==> src/rtl/alu_pkg.sv <==
// Shared definitions for the execute-stage ALU / multiply-divide unit:
// ALUOp and funct3/funct7 encodings, the internal op enum, the FSM state
// enum and the instruction decoder used by alu_mdu_unit.
package alu_pkg;

  localparam int unsigned ALUOP_W = 2;
  localparam int unsigned F3_W    = 3;
  localparam int unsigned F7_W    = 7;

  // ALUOp encodings from the main decoder
  localparam logic [ALUOP_W-1:0] ALUOP_ADD   = 2'b00;
  localparam logic [ALUOP_W-1:0] ALUOP_SUB   = 2'b01;
  localparam logic [ALUOP_W-1:0] ALUOP_RTYPE = 2'b10;
  localparam logic [ALUOP_W-1:0] ALUOP_PASS  = 2'b11;

  // Base-ISA funct3 values
  localparam logic [F3_W-1:0] F3_ADD = 3'b000;
  localparam logic [F3_W-1:0] F3_SLL = 3'b001;
  localparam logic [F3_W-1:0] F3_XOR = 3'b100;
  localparam logic [F3_W-1:0] F3_SR  = 3'b101;
  localparam logic [F3_W-1:0] F3_AND = 3'b111;

  // RV32M funct3 values
  localparam logic [F3_W-1:0] F3_MUL    = 3'b000;
  localparam logic [F3_W-1:0] F3_MULH   = 3'b001;
  localparam logic [F3_W-1:0] F3_MULHSU = 3'b010;
  localparam logic [F3_W-1:0] F3_MULHU  = 3'b011;
  localparam logic [F3_W-1:0] F3_DIV    = 3'b100;
  localparam logic [F3_W-1:0] F3_DIVU   = 3'b101;
  localparam logic [F3_W-1:0] F3_REM    = 3'b110;
  localparam logic [F3_W-1:0] F3_REMU   = 3'b111;

  localparam logic [F7_W-1:0] F7_MEXT = 7'b0000001;

  // OP_NONE covers undefined R-type funct3 values (result 0)
  typedef enum logic [3:0] {
    OP_ADD, OP_SUB, OP_AND, OP_XOR, OP_SLL, OP_SRA, OP_PASS,
    OP_MUL, OP_MULH, OP_MULHSU, OP_MULHU,
    OP_DIV, OP_DIVU, OP_REM, OP_REMU, OP_NONE
  } op_e;

  typedef enum logic [1:0] {IDLE, ITER, FIX, DONE} state_e;

  // Instruction fields to internal op
  function automatic op_e decode_op(input logic [ALUOP_W-1:0] aluop,
                                    input logic [F3_W-1:0]    f3,
                                    input logic [F7_W-1:0]    f7);
    op_e op;
    op = OP_NONE;
    case (aluop)
      ALUOP_ADD:  op = (f3 == F3_SR) ? OP_SRA : OP_ADD;
      ALUOP_SUB:  op = OP_SUB;
      ALUOP_PASS: op = OP_PASS;
      default: begin
        if (f7 == F7_MEXT) begin
          case (f3)
            F3_MUL:    op = OP_MUL;
            F3_MULH:   op = OP_MULH;
            F3_MULHSU: op = OP_MULHSU;
            F3_MULHU:  op = OP_MULHU;
            F3_DIV:    op = OP_DIV;
            F3_DIVU:   op = OP_DIVU;
            F3_REM:    op = OP_REM;
            F3_REMU:   op = OP_REMU;
            default:   op = OP_NONE;
          endcase
        end else begin
          case (f3)
            F3_AND:  op = OP_AND;
            F3_XOR:  op = OP_XOR;
            F3_SLL:  op = OP_SLL;
            F3_SR:   op = OP_SRA;
            F3_ADD:  op = f7[5] ? OP_SUB : OP_ADD;
            default: op = OP_NONE;
          endcase
        end
      end
    endcase
    return op;
  endfunction

  function automatic logic is_mop(input op_e op);
    return op inside {OP_MUL, OP_MULH, OP_MULHSU, OP_MULHU,
                      OP_DIV, OP_DIVU, OP_REM, OP_REMU};
  endfunction

  function automatic logic is_div(input op_e op);
    return op inside {OP_DIV, OP_DIVU, OP_REM, OP_REMU};
  endfunction

endpackage

==> src/rtl/alu_mdu_unit_if.sv <==
// Issue/result bundle between the pipeline and alu_mdu_unit.
//   slave  : the unit (receives issue fields, drives result/valid/busy)
//   master : the issuing pipeline stage
interface alu_mdu_unit_if #(parameter int unsigned XLEN = 32);
  logic            valid_i;
  logic            flush_i;
  logic [1:0]      ALUOp_i;
  logic [2:0]      funct3_i;
  logic [6:0]      funct7_i;
  logic [XLEN-1:0] rs1_data_i;
  logic [XLEN-1:0] rs2_data_i;
  logic [XLEN-1:0] result_o;
  logic            valid_o;
  logic            busy_o;

  modport slave (
    input  valid_i, flush_i, ALUOp_i, funct3_i, funct7_i, rs1_data_i, rs2_data_i,
    output result_o, valid_o, busy_o
  );

  modport master (
    output valid_i, flush_i, ALUOp_i, funct3_i, funct7_i, rs1_data_i, rs2_data_i,
    input  result_o, valid_o, busy_o
  );
endinterface

==> src/rtl/mdu_iter_core.sv <==
// Shared iterative datapath: shift-add multiply and restoring divide over
// one 2*XLEN accumulator, plus the iteration counter.
//   load_i   : start, acc = {0, a_i}, divisor/multiplicand = b_i, cnt = XLEN
//   step_i   : perform one iteration while cnt != 0
//   is_div_i : selects divide (else multiply), sampled on load_i
//   acc_o    : multiply -> 2*XLEN product; divide -> {remainder, quotient}
//   done_c   : the current step is the last one
module mdu_iter_core #(
  parameter int unsigned XLEN  = 32,
  parameter int unsigned CNT_W = $clog2(XLEN) + 1
) (
  input  logic              clk_i,
  input  logic              rst_i,
  input  logic              load_i,
  input  logic              step_i,
  input  logic              is_div_i,
  input  logic [XLEN-1:0]   a_i,
  input  logic [XLEN-1:0]   b_i,
  output logic [2*XLEN-1:0] acc_o,
  output logic              done_c
);
  localparam int unsigned PW = 2 * XLEN;

  logic [PW-1:0]    acc_q, acc_next;
  logic [XLEN-1:0]  b_q;
  logic             is_div_q;
  logic [CNT_W-1:0] cnt_q;

  logic [XLEN:0] mul_sum, div_shift, div_trial;

  // One iteration step for either operation
  always_comb begin
    mul_sum   = {1'b0, acc_q[PW-1:XLEN]} + {1'b0, b_q};
    div_shift = {acc_q[PW-1:XLEN], acc_q[XLEN-1]};
    div_trial = div_shift - {1'b0, b_q};
    acc_next  = acc_q;
    if (is_div_q) begin
      // Borrow means the trial failed: keep the shifted remainder, bit 0
      if (div_trial[XLEN])
        acc_next = {div_shift[XLEN-1:0], acc_q[XLEN-2:0], 1'b0};
      else
        acc_next = {div_trial[XLEN-1:0], acc_q[XLEN-2:0], 1'b1};
    end else begin
      if (acc_q[0])
        acc_next = {mul_sum, acc_q[XLEN-1:1]};
      else
        acc_next = {1'b0, acc_q[PW-1:1]};
    end
  end

  assign done_c = (cnt_q == CNT_W'(1));
  assign acc_o  = acc_q;

  // Iteration registers
  always_ff @(posedge clk_i or posedge rst_i) begin
    if (rst_i) begin
      acc_q    <= '0;
      b_q      <= '0;
      is_div_q <= 1'b0;
      cnt_q    <= '0;
    end else if (load_i) begin
      acc_q    <= {{XLEN{1'b0}}, a_i};
      b_q      <= b_i;
      is_div_q <= is_div_i;
      cnt_q    <= CNT_W'(XLEN);
    end else if (step_i && (cnt_q != '0)) begin
      acc_q    <= acc_next;
      cnt_q    <= cnt_q - CNT_W'(1);
    end
  end

endmodule

==> src/rtl/alu_mdu_unit.sv <==
// Execute-stage integer unit: single-cycle ALU ops (latency 1) and RV32M
// multiply/divide on an iterative datapath (latency XLEN+2).
// Ports:
//   clk_i, rst_i : clock (rising edge), asynchronous active-high reset
//   bus (slave)  : valid_i/flush_i issue controls, ALUOp_i/funct3_i/funct7_i
//                  decode fields, rs1_data_i/rs2_data_i operands;
//                  result_o (held until next completion), valid_o (one-cycle
//                  completion pulse), busy_o (high whenever not IDLE)
// Build option: ALU_MDU_FAST_BYPASS_EN finishes trivial M ops (zero divisor,
// zero mul operand, signed divide overflow) in one cycle.
module alu_mdu_unit
  import alu_pkg::*;
#(
  parameter int unsigned XLEN = 32
) (
  input  logic       clk_i,
  input  logic       rst_i,
  alu_mdu_unit_if.slave bus
);
  localparam int unsigned CNT_W = $clog2(XLEN) + 1;
  localparam int unsigned SH_W  = $clog2(XLEN);
  localparam int unsigned PW    = 2 * XLEN;

  state_e          state_q, state_d;
  op_e             op_c, op_q;
  logic [XLEN-1:0] a, b, alu_res_c, fix_res_c;
  logic [XLEN-1:0] result_q, result_d;
  logic            valid_q, valid_d, busy_q;
  logic            load_c;
  logic [SH_W-1:0] shamt;

  logic            a_neg, b_neg, neg_res_c, neg_rem_c, neg_res_q, neg_rem_q;
  logic [XLEN-1:0] a_abs, b_abs;
  logic [PW-1:0]   acc, prod_fix;
  logic [XLEN-1:0] quo_fix, rem_fix;
  logic            core_done;

  assign a     = bus.rs1_data_i;
  assign b     = bus.rs2_data_i;
  assign shamt = b[SH_W-1:0];
  assign op_c  = decode_op(bus.ALUOp_i, bus.funct3_i, bus.funct7_i);

  // Single-cycle ALU
  always_comb begin
    alu_res_c = '0;
    case (op_c)
      OP_ADD:  alu_res_c = a + b;
      OP_SUB:  alu_res_c = a - b;
      OP_AND:  alu_res_c = a & b;
      OP_XOR:  alu_res_c = a ^ b;
      OP_SLL:  alu_res_c = a << shamt;
      OP_SRA:  alu_res_c = XLEN'($signed(a) >>> shamt);
      OP_PASS: alu_res_c = b;
      default: alu_res_c = '0;
    endcase
  end

  // Operand magnitudes and result-sign flags; MUL's low word is sign-agnostic
  always_comb begin
    a_neg = (op_c inside {OP_MULH, OP_MULHSU, OP_DIV, OP_REM}) & a[XLEN-1];
    b_neg = (op_c inside {OP_MULH, OP_DIV, OP_REM}) & b[XLEN-1];
    a_abs = a_neg ? (~a + XLEN'(1)) : a;
    b_abs = b_neg ? (~b + XLEN'(1)) : b;
    // A zero divisor leaves the all-ones quotient unsigned
    neg_res_c = is_div(op_c) ? ((a_neg ^ b_neg) & (b != '0)) : (a_neg ^ b_neg);
    neg_rem_c = a_neg;
  end

`ifdef ALU_MDU_FAST_BYPASS_EN
  logic            byp_hit_c;
  logic [XLEN-1:0] byp_res_c;

  // Trivial M-op results computed directly from the operands
  always_comb begin
    byp_hit_c = 1'b0;
    byp_res_c = '0;
    if (is_div(op_c)) begin
      if (b == '0) begin
        byp_hit_c = 1'b1;
        byp_res_c = (op_c inside {OP_DIV, OP_DIVU}) ? '1 : a;
      end else if ((op_c inside {OP_DIV, OP_REM}) && (b == '1) &&
                   (a == {1'b1, {(XLEN-1){1'b0}}})) begin
        byp_hit_c = 1'b1;
        byp_res_c = (op_c == OP_DIV) ? a : '0;
      end
    end else if (is_mop(op_c) && ((a == '0) || (b == '0))) begin
      byp_hit_c = 1'b1;
      byp_res_c = '0;
    end
  end
`endif

  mdu_iter_core #(.XLEN(XLEN), .CNT_W(CNT_W)) u_core (
    .clk_i    (clk_i),
    .rst_i    (rst_i),
    .load_i   (load_c),
    .step_i   (state_q == ITER),
    .is_div_i (is_div(op_c)),
    .a_i      (a_abs),
    .b_i      (b_abs),
    .acc_o    (acc),
    .done_c   (core_done)
  );

  // Sign fixup and word select from the finished accumulator
  always_comb begin
    prod_fix  = neg_res_q ? (~acc + PW'(1)) : acc;
    quo_fix   = neg_res_q ? (~acc[XLEN-1:0] + XLEN'(1)) : acc[XLEN-1:0];
    rem_fix   = neg_rem_q ? (~acc[PW-1:XLEN] + XLEN'(1)) : acc[PW-1:XLEN];
    fix_res_c = '0;
    case (op_q)
      OP_MUL:                       fix_res_c = prod_fix[XLEN-1:0];
      OP_MULH, OP_MULHSU, OP_MULHU: fix_res_c = prod_fix[PW-1:XLEN];
      OP_DIV, OP_DIVU:              fix_res_c = quo_fix;
      OP_REM, OP_REMU:              fix_res_c = rem_fix;
      default:                      fix_res_c = '0;
    endcase
  end

  // Next state, result and completion
  always_comb begin
    state_d  = state_q;
    result_d = result_q;
    valid_d  = 1'b0;
    load_c   = 1'b0;
    case (state_q)
      IDLE: begin
        if (bus.valid_i) begin
          if (is_mop(op_c)) begin
`ifdef ALU_MDU_FAST_BYPASS_EN
            if (byp_hit_c) begin
              result_d = byp_res_c;
              valid_d  = 1'b1;
              state_d  = DONE;
            end else begin
              load_c  = 1'b1;
              state_d = ITER;
            end
`else
            load_c  = 1'b1;
            state_d = ITER;
`endif
          end else begin
            result_d = alu_res_c;
            valid_d  = 1'b1;
            state_d  = DONE;
          end
        end
      end
      ITER: if (core_done) state_d = FIX;
      FIX: begin
        result_d = fix_res_c;
        valid_d  = 1'b1;
        state_d  = DONE;
      end
      default: state_d = IDLE;
    endcase
    // Flush wins over everything, including an issue in IDLE
    if (bus.flush_i) begin
      state_d  = IDLE;
      result_d = result_q;
      valid_d  = 1'b0;
      load_c   = 1'b0;
    end
  end

  always_ff @(posedge clk_i or posedge rst_i) begin
    if (rst_i) begin
      state_q   <= IDLE;
      result_q  <= '0;
      valid_q   <= 1'b0;
      busy_q    <= 1'b0;
      op_q      <= OP_ADD;
      neg_res_q <= 1'b0;
      neg_rem_q <= 1'b0;
    end else begin
      state_q  <= state_d;
      result_q <= result_d;
      valid_q  <= valid_d;
      busy_q   <= (state_d != IDLE);
      if (load_c) begin
        op_q      <= op_c;
        neg_res_q <= neg_res_c;
        neg_rem_q <= neg_rem_c;
      end
    end
  end

  assign bus.result_o = result_q;
  // A flush in the DONE cycle must hide the pulse that is already showing
  assign bus.valid_o  = valid_q & ~bus.flush_i;
  assign bus.busy_o   = busy_q;

endmodule

==> src/flat_wrapper.sv <==
// flat-port wrapper written by rule: the top's interface ports become plain ports
module alu_mdu_unit_flat import alu_pkg::*;
#(
  parameter int unsigned XLEN = 32
)
  (clk_i, rst_i, bus_valid_i, bus_flush_i, bus_ALUOp_i, bus_funct3_i, bus_funct7_i, bus_rs1_data_i, bus_rs2_data_i, bus_result_o, bus_valid_o, bus_busy_o);
  alu_mdu_unit_if #(.XLEN(XLEN)) bus_i ();
  input  logic clk_i;
  input  logic rst_i;
  input wire logic [$bits(bus_i.valid_i)-1:0] bus_valid_i;
  input wire logic [$bits(bus_i.flush_i)-1:0] bus_flush_i;
  input wire logic [$bits(bus_i.ALUOp_i)-1:0] bus_ALUOp_i;
  input wire logic [$bits(bus_i.funct3_i)-1:0] bus_funct3_i;
  input wire logic [$bits(bus_i.funct7_i)-1:0] bus_funct7_i;
  input wire logic [$bits(bus_i.rs1_data_i)-1:0] bus_rs1_data_i;
  input wire logic [$bits(bus_i.rs2_data_i)-1:0] bus_rs2_data_i;
  output wire logic [$bits(bus_i.result_o)-1:0] bus_result_o;
  output wire logic [$bits(bus_i.valid_o)-1:0] bus_valid_o;
  output wire logic [$bits(bus_i.busy_o)-1:0] bus_busy_o;
  assign bus_i.valid_i = bus_valid_i;
  assign bus_i.flush_i = bus_flush_i;
  assign bus_i.ALUOp_i = bus_ALUOp_i;
  assign bus_i.funct3_i = bus_funct3_i;
  assign bus_i.funct7_i = bus_funct7_i;
  assign bus_i.rs1_data_i = bus_rs1_data_i;
  assign bus_i.rs2_data_i = bus_rs2_data_i;
  assign bus_result_o = bus_i.result_o;
  assign bus_valid_o = bus_i.valid_o;
  assign bus_busy_o = bus_i.busy_o;
  alu_mdu_unit #(.XLEN(XLEN)) u_core (.clk_i(clk_i), .rst_i(rst_i), .bus(bus_i));
endmodule
==> config.mk <==
export PLATFORM = sky130hd
export DESIGN_NAME = alu_mdu_unit_flat
export DESIGN_NICKNAME = d
export VERILOG_FILES = /design/src/rtl/alu_pkg.sv /design/src/rtl/alu_mdu_unit_if.sv /design/src/rtl/mdu_iter_core.sv /design/src/rtl/alu_mdu_unit.sv /design/src/flat_wrapper.sv
export SDC_FILE = /design/constraint.sdc
export NUM_CORES = 1
export LEC_CHECK = 0
export ABC_CLOCK_PERIOD_IN_PS = 8200
export BUFFER_PORTS_ARGS = -buffer_cell sky130_fd_sc_hd__buf_2
export CAP_MARGIN = 25
export CORE_MARGIN = 2
export CORE_UTILIZATION = 55
export CTS_BUF_LIST = sky130_fd_sc_hd__clkbuf_4
export DETAILED_ROUTE_END_ITERATION = 16
export HOLD_SLACK_MARGIN = 0.15
export PLACE_DENSITY = 0.73
export SLEW_MARGIN = 20
export SYNTH_ARGS = -nofsm -noshare
export SYNTH_HDL_FRONTEND = slang
export SYNTH_SLANG_ARGS = --single-unit
==> constraint.sdc <==
create_clock -name clk_i -period 8.2 [get_ports clk_i]
set_input_delay 0.82 -clock clk_i [delete_from_list [all_inputs] [get_ports clk_i]]
set_output_delay 0.82 -clock clk_i [all_outputs]
set_load 0.03 [all_outputs]
==> results of run 1 <==
## where the power goes
| group | switching [mW] | internal [mW] | total (mW) |
|---|---|---|---|
| Combinational | 2.92 | 1.83 | 4.76 |
| Sequential | 0.629 | 0.992 | 1.62 |
| Clock | 0.334 | 0.221 | 0.555 |
## sequential cells by signal (all words and copies together) (netlist names)
signal and count:
u_core.u_core.acc_o 64, u_core.bus.result_o 32, u_core.u_core.b_q 32, u_core.u_core.cnt_q 6, u_core.op_q 4, u_core.state_q 2
u_core.bus.busy_o 1, u_core.neg_rem_q 1, u_core.neg_res_q 1, u_core.u_core.is_div_q 1, u_core.valid_q 1
## worst reg2reg max path, cell delays in order (launching register included)
cell and delay, ns:
sky130_fd_sc_hd__dfrtp_1 0.53, sky130_fd_sc_hd__inv_1 0.29, sky130_fd_sc_hd__ha_1 0.24, sky130_fd_sc_hd__inv_1 0.06, sky130_fd_sc_hd__fa_1 0.43, sky130_fd_sc_hd__a211oi_1 0.35, sky130_fd_sc_hd__o211ai_1 0.17, sky130_fd_sc_hd__a21o_1 0.25
sky130_fd_sc_hd__a21oi_1 0.35, sky130_fd_sc_hd__o21ai_1 0.31, sky130_fd_sc_hd__a211oi_1 0.46, sky130_fd_sc_hd__or3_1 0.41, sky130_fd_sc_hd__nand2_1 0.39, sky130_fd_sc_hd__buf_4 0.35, sky130_fd_sc_hd__or3_1 0.34, sky130_fd_sc_hd__a32o_1 0.25
## routing by layer
metal	wire length (microns)	vias to the layer above	GRT usage, %
met5	13	-	0
met4	6690	2	29.0
met3	8920	322	7.97
met2	41900	1474	71.9
met1	34700	11200	55.5
li1	-	10400	-
## metrics by stage
| step | worst slack (ns) | power, mW | instance area (sq um) |
|---|---|---|---|
| after floorplan | 2.58 | 4.83 | 21300 |
| after global placement | 1.73 | 6.06 | 21800 |
| after detailed placement | 1.63 | 6.18 | 21900 |
| after CTS | 2.34 | 6.75 | 22200 |
| after global routing | 1.91 | 7.37 | 22200 |
| final | 2.08 | 6.93 | 22200 |
## synth_stat cells (all sizes together), types with 12 or more instances
library cell | count | area share [%]
nand2 | 301 | 5.3
nor2 | 273 | 4.8
o21ai | 253 | 6.0
a21oi | 231 | 5.4
clkbuf | 188 | 3.3
dfrtp | 145 | 17
ha | 137 | 8.1
xor2 | 120 | 4.9
xnor2 | 113 | 4.7
mux2i | 106 | 5.0
inv | 77 | 1.4
nor3 | 74 | 1.7
mux4 | 58 | 6.1
nand3 | 54 | 1.3
buf | 51 | 1.2
o211ai | 51 | 1.8
or3 | 51 | 1.6
a211oi | 49 | 1.7
o22ai | 37 | 1.1
a21o | 32 | 1.1
o31ai | 32 | 1.2
nand2b | 31 | 0.91
or4 | 30 | 1.1
a31oi | 28 | 0.82
nor4 | 24 | 0.76
o221ai | 21 | 0.89
a22oi | 18 | 0.64
and3 | 18 | 0.53
nor2b | 17 | 0.50
a221oi | 16 | 0.66
o41ai | 16 | 0.66
nand4 | 15 | 0.44
o21bai | 15 | 0.53
o21a | 14 | 0.49
mux2 | 12 | 0.64
## kinds of logic after synthesis
kind of cell / Yosys count
mux: 176
xor+xnor: 233
simple gates: 931
buf+inv: 318
compound gates: 901
fa+ha+maj: 140
flops: 145
## worst min path at each step
stage / startpoint / endpoint / slack [ns] / cells after the start
after floorplan: u_core.u_core.b_q[10] / u_core.u_core.b_q[10] / 0.48 / 2
after global placement: u_core.neg_res_q / u_core.neg_res_q / 0.47 / 2
after global routing: rst_i / u_core.u_core.acc_o[39] / 0.31 / 2
after CTS: rst_i / u_core.u_core.acc_o[41] / 0.26 / 2
after detailed placement: u_core.neg_res_q / u_core.neg_res_q / 0.49 / 2
final: rst_i / u_core.u_core.acc_o[39] / 0.27 / 2
## final cells by class
class,instances,area share (%)
Timing Repair Buffer,153,3.93
Clock buffer,17,0.575
Sequential cell,145,16.4
Inverter,79,1.36
Tap cell,518,2.92
Clock inverter,15,0.885
Multi-Input combinational cell,2381,73.9
Antenna cell,5,0.0564
==> insert_results.sql, run 1 <==
INSERT INTO impl_metrics (metric_group, metric, value, unit) VALUES
('timing', 'maxSlewViolCount', '0', ''),
('floorplan', 'initial_standard_cell_utilization_of_the_core', '55.4', '%'),
('global_routing', 'all_layer_gr_usage', '44.8', '%'),
('clock_tree', 'clock_sinks', '145', ''),
('timing', 'worst_pin_slew', '1.22', 'ns'),
('routing', 'detail_routed_net_length_per_standard_cell', '27.8', 'microns'),
('timing', 'grt_setup_unrepaired', 'false', ''),
('critical_path', 'rr_worst_depth', '15', ''),
('timing', 'setup_viol', '0', ''),
('floorplan', 'core-area', '38400', 'sq um'),
('floorplan', 'dieArea', '40300', 'sq um'),
('floorplan', 'dieWidth', '201', 'microns'),
('global_routing', 'vias_in_the_first_global_route', '21800', ''),
('synthesis', 'synth.area.mux_share', '11.8', '%'),
('layout', 'final_core_util', '57.9', '%'),
('critical_path', 'cp.required', '8.80', 'ns'),
('synthesis', 'synth_seq_area_share', '17.1', '%'),
('global_routing', 'grt_remaining_overflow', '0', ''),
('critical_path', 'critPathMostFrequentCell', 'sky130_fd_sc_hd__a21oi_1', ''),
('layout', 'multi_input_comb_area', '16400', 'sq um'),
('synthesis', 'synth_enable_flop_cells', '0', ''),
('clock_tree', 'cts-resized-gates', '0', ''),
('critical_path', 'timing.critical_path.depth', '19', ''),
('critical_path', 'critical_path.n_buffers_inverters', '1', ''),
('pwr', 'static_leakage', '8.86', 'nW'),
('job', 'max_cap_violations', '0', ''),
('layout', 'fin_cells', '3313', ''),
('clock_tree', 'cts_hold_buffers', '0', ''),
('critical_path', 'crit_path_cell_trace', 'buf_2, nor4_1, a22oi_1, o31ai_2, nand2_1, nor2_1, nor2_1, xnor2_1, ha_1, o21ai_0, a21oi_1, o41ai_1, a21oi_1, a21oi_1, o21ai_0, a21oi_1, o31a_1, or3_1, nand3_1', ''),
('routing', 'detailedRoute.firstPassIterationCount', '6', ''),
('synthesis', 'syn-cell-area', '21300', 'sq um'),
('status', 'outcome', 'finished clean', ''),
('timing', 'hold_viol_final', '0', ''),
('clock_tree', 'tritoncts', 'yes', ''),
('clock_tree', 'cts_setup_buffers', '0', ''),
('timing', 'max_freq', '0.163', 'GHz'),
('clock_tree', 'clkLatencyLatePin', '0.67', 'ns'),
('critical_path', 'ff2ff_setup_slack', '2.93', 'ns'),
('clock_tree', 'clock_path_buffers', '2', ''),
('placed_design', 'placedCellCount', '3275', ''),
('placed_design', 'hpwl', '70100', 'microns'),
('synthesis', 'ys_types', '85', ''),
('timing', 'skew', '0.0209', 'ns'),
('critical_path', 'timing.critical_path.from_type', 'primary input', ''),
('layout', 'num-fill-cells', '3707', ''),
('global_routing', 'grt_pass1_wl', '137000', 'microns'),
('pwr', 'irDropWorstVdd', '150', 'uV'),
('clock_tree', 'clock_tree.root_cell', 'sky130_fd_sc_hd__clkbuf_4', ''),
('critical_path', 'crit_path_max_fanout', '10', ''),
('critical_path', 'critPathArrivalTime', '6.73', 'ns'),
('critical_path', 'worst_r2r_endpoint', 'u_core.u_core.acc_o[55]', ''),
('synthesis', 'synthesized_area_fraction_occupied_by_adder_cells', '8.34', '%'),
('layout', 'synthToLayoutAreaGrowth', '4.36', '%'),
('timing', 'timing.final.crit_period', '6.12', 'ns'),
('synthesis', 'yosysWarnings', '0', ''),
('synthesis', 'synth-compound-area-share', '26.8', '%'),
('synthesis', 'synthesis.instances', '2844', ''),
('layout', 'layout-drive-gt1-share', '10.7', '%'),
('placed_design', 'port-buffer-count', '113', ''),
('layout', 'seqCellArea', '3630', 'sq um'),
('routing', 'vias_per_cell', '7.04', ''),
('synthesis', 'synth_xor_area_share', '9.59', '%'),
('critical_path', 'critPathMaxStageDelay', '0.72', 'ns'),
('synthesis', 'synth_seq_cells', '145', ''),
('floorplan', 'row_count', '72', ''),
('critical_path', 'critPathCaptureType', 'register', ''),
('critical_path', 'critPathSlowestCell', 'sky130_fd_sc_hd__o31ai_2', ''),
('routing', 'drtAntennaViolNets', '0', ''),
('synthesis', 'synth_simple_gate_area_share', '20.5', '%'),
('critical_path', 'timing.critical_path.to', 'u_core.bus.result_o[31]', ''),
('global_routing', 'grt_start_max_net_pins', '98', '');
Note: power is estimated with default switching activity, not from simulation.
==> run 2, diff against run 1 <==
- ABC_CLOCK_PERIOD_IN_PS: 8200 -> 5150
- PLACE_DENSITY: 0.73 -> 0.76
- clock period: 8.2 -> 5.15 ns (I/O delays scaled with it)
==> run 2 against run 1 <==
Compared with the run above:
- via count up 1.9%
- core utilization up 1.8 points
- first-iteration DRC count down 1.7%
- final cell count up 2.6%
- critical path type unchanged
==> insert_results.sql, run 2 (synthesis gave the netlist of run 1 again) <==
INSERT INTO impl_metrics (metric_group, metric, value, unit) VALUES
('floorplan', 'core-area', '38400', 'sq um'),
('global_routing', 'antenna_found_initial', '5', ''),
('timing', 'max_freq', '0.214', 'GHz'),
('pwr', 'total_power', '11.1', 'mW'),
('global_routing', 'all_layer_gr_usage', '44.4', '%'),
('critical_path', 'critPathCaptureType', 'register', ''),
('critical_path', 'cp.required', '5.71', 'ns'),
('global_routing', 'use_met2', '72.3', '%'),
('floorplan', 'initial_standard_cell_utilization_of_the_core', '55.4', '%'),
('placed_design', 'gp_routability_congestion', '1.09', ''),
('global_routing', 'grt_remaining_overflow', '0', ''),
('clock_tree', 'clock_tree.root_cell', 'sky130_fd_sc_hd__clkbuf_4', ''),
('layout', 'final_common_cell', 'sky130_fd_sc_hd__nand2_1', ''),
('routing', 'drtAntennaViolNets', '0', ''),
('timing', 'timing.final.crit_period', '4.67', 'ns'),
('timing', 'post-route-period-util', '90.6', '%'),
('critical_path', 'ff2ff_setup_slack', '0.50', 'ns'),
('layout', 'largest_register_ff_count', '64', ''),
('clock_tree', 'tritoncts', 'yes', ''),
('pwr', 'cellPowerDensity', '486', 'nW/um^2'),
('layout', 'layout-drive-gt1-share', '13.4', '%'),
('timing', 'maxSlewViolCount', '0', ''),
('placed_design', 'port-buffer-count', '113', ''),
('timing', 'slew-limit-headroom', '31.5', '%'),
('routing', 'vias_per_cell', '6.99', ''),
('layout', 'num-fill-cells', '3605', ''),
('layout', 'nets', '3087', ''),
('clock_tree', 'clkLatencyLatePin', '0.68', 'ns'),
('floorplan', 'row_count', '72', ''),
('critical_path', 'critPathArrivalTime', '5.23', 'ns'),
('hold_path', 'min_path_type', 'in -> reg', ''),
('clock_tree', 'clk_pin_slew_worst_paths', '0.15', 'ns'),
('critical_path', 'timing.critical_path.from_type', 'primary input', ''),
('layout', 'fin_cells', '3400', ''),
('routing', 'drc', '0', ''),
('global_routing', 'grt_pass1_wl', '137000', 'microns'),
('floorplan', 'dieWidth', '201', 'microns'),
('critical_path', 'crit_path_max_fanout', '4', ''),
('placed_design', 'hpwl', '70200', 'microns'),
('layout', 'synthToLayoutAreaGrowth', '7.52', '%'),
('global_routing', 'gr-usage-met1', '54.3', '%'),
('timing', 'setup_viol', '0', ''),
('clock_tree', 'cts.htree.levels', '4', ''),
('timing', 'hold_viol_final', '0', ''),
('clock_tree', 'number_of_clock_buffers_inserted_by_tritoncts', '17', ''),
('floorplan', 'dieArea', '40300', 'sq um'),
('floorplan', 'die_y', '201', 'microns'),
('global_routing', 'vias_in_the_first_global_route', '22400', ''),
('placed_design', 'placedCellCount', '3364', ''),
('timing', 'worst_hold_slack', '0.204', 'ns'),
('pwr', 'irDropWorstVdd', '287', 'uV'),
('timing', 'skew', '0.0362', 'ns'),
('job', 'max_cap_violations', '0', ''),
('clock_tree', 'clock_path_buffers', '2', ''),
('global_routing', 'grtUsageMet3', '6.85', '%'),
('routing', 'detail_route.iter0.violations', '3107', ''),
('routing', 'detailedRoute.firstPassIterationCount', '7', ''),
('global_routing', 'busiest_layer_in_global_routing', 'met2', ''),
('pwr', 'static_leakage', '9.29', 'nW'),
('status', 'outcome', 'finished clean', ''),
('clock_tree', 'cts-resized-gates', '0', ''),
('routing', 'detail_routed_net_length_per_standard_cell', '26.8', 'microns'),
('routing', 'wirelength', '91100', 'microns'),
('routing', 'num_vias', '23800', ''),
('layout', 'commonest_non_fill_non_tap_cells_in_the_layout', 'sky130_fd_sc_hd__nand2_1, sky130_fd_sc_hd__nor2_1, sky130_fd_sc_hd__o21ai_0', ''),
('critical_path', 'setup.worst_path.class', 'in -> reg', ''),
('timing', 'grt_setup_unrepaired', 'false', ''),
('clock_tree', 'clock_sinks', '145', ''),
('timing', 'worst_pin_slew', '1.03', 'ns'),
('floorplan', 'i_o_pins', '114', ''),
('global_routing', 'grt_start_max_net_pins', '98', '');
==> run 2: changes by cell type in the layout (fill, tap and decap cells not counted), moves of 2 or more <==
cell                            before  now
sky130_fd_sc_hd__dlygate4sd3_1       0    2
sky130_fd_sc_hd__diode_2             5    2
sky130_fd_sc_hd__buf_12              0    2
sky130_fd_sc_hd__buf_4              40  127
==> run 2: metrics by stage <==
| step | util, % | cell area, sq um | worst slack (ns) | setup TNS [ns] |
|---|---|---|---|---|
| 5_1_grt | 59.6 | 22900 | 0.0371 | 0 |
| 3_3_place_gp | 58.8 | 22500 | 0.0151 | 0 |
| 4_1_cts | 59.6 | 22900 | 0.564 | 0 |
| 2_1_floorplan | - | 21300 | 0.00550 | 0 |
| 3_5_place_dp | 58.8 | 22500 | -0.113 | -0.487 |
| 6_report | 59.6 | 22900 | 0.482 | 0 |
==> run 2: layer usage <==
metal  part of all wire, %  vias to the layer above  wire length (microns)
met5                 0.051                        -                     46
met4                   8.1                        6                   7400
met3                   9.1                      366                   8320
met2                    45                     1462                  41300
met1                    37                    11400                  34000
li1                      -                    10500                      -
==> run 2: cell type report <==
type / count / area [sq um] / area share [%]
Clock buffer: 17 / 128 / 0.558
Sequential cell: 145 / 3630 / 15.9
Timing Repair Buffer: 243 / 1570 / 6.88
Inverter: 79 / 302 / 1.32
Clock inverter: 15 / 173 / 0.755
Antenna cell: 2 / 5.00 / 0.0219
Tap cell: 518 / 648 / 2.83
Multi-Input combinational cell: 2381 / 16400 / 71.8
==> run 2: where the power goes <==
group | leakage (nW) | internal, mW | total (mW) | switching (mW)
Clock | 0.160 | 0.304 | 0.824 | 0.520
Sequential | 1.78 | 1.58 | 2.56 | 0.983
Combinational | 7.35 | 3.09 | 7.74 | 4.65
Total | 9.29 | 4.97 | 11.1 | 6.15
==> run 2: worst max-delay path, stage by stage <==
cell	delay [ns]
sky130_fd_sc_hd__buf_2	0.10
sky130_fd_sc_hd__or4_1	0.59
sky130_fd_sc_hd__o21ai_0	0.36
sky130_fd_sc_hd__a21o_1	0.23
sky130_fd_sc_hd__nand4_1	0.23
sky130_fd_sc_hd__buf_4	0.24
sky130_fd_sc_hd__a21oi_1	0.24
sky130_fd_sc_hd__buf_4	0.16
sky130_fd_sc_hd__ha_1	0.21
sky130_fd_sc_hd__nand2b_1	0.09
sky130_fd_sc_hd__a21oi_1	0.09
sky130_fd_sc_hd__o41ai_1	0.31
sky130_fd_sc_hd__buf_4	0.18
sky130_fd_sc_hd__a21oi_1	0.08
sky130_fd_sc_hd__a21oi_1	0.31
sky130_fd_sc_hd__o21ai_0	0.31
sky130_fd_sc_hd__a22oi_1	0.35
sky130_fd_sc_hd__mux2i_1	0.13
sky130_fd_sc_hd__a2111oi_0	0.43
sky130_fd_sc_hd__nor3_1	0.09
==> run 2: repair_timing <==
| action | in CTS | in global routing |
|---|---|---|
| hold endpoints to repair | 98 | 0 |
| hold buffers | 2 | 0 |
| setup buffers | 0 | 0 |
==> run 2: worst paths after layout <==
| path | startpoint | endpoint | cells past startpoint |
|---|---|---|---|
| setup / recovery | bus_funct7_i[1] | u_core.bus.result_o[21] | 20 |
| hold / removal | bus_valid_i | u_core.bus.busy_o | 3 |
| setup reg to reg | u_core.u_core.acc_o[31] | u_core.u_core.acc_o[36] | 17 |
| hold reg to reg | u_core.bus.result_o[0] | u_core.bus.result_o[0] | 2 |
| max in group asynchronous | rst_i | u_core.neg_res_q | 4 |
| min in group asynchronous | rst_i | u_core.u_core.acc_o[41] | 3 |
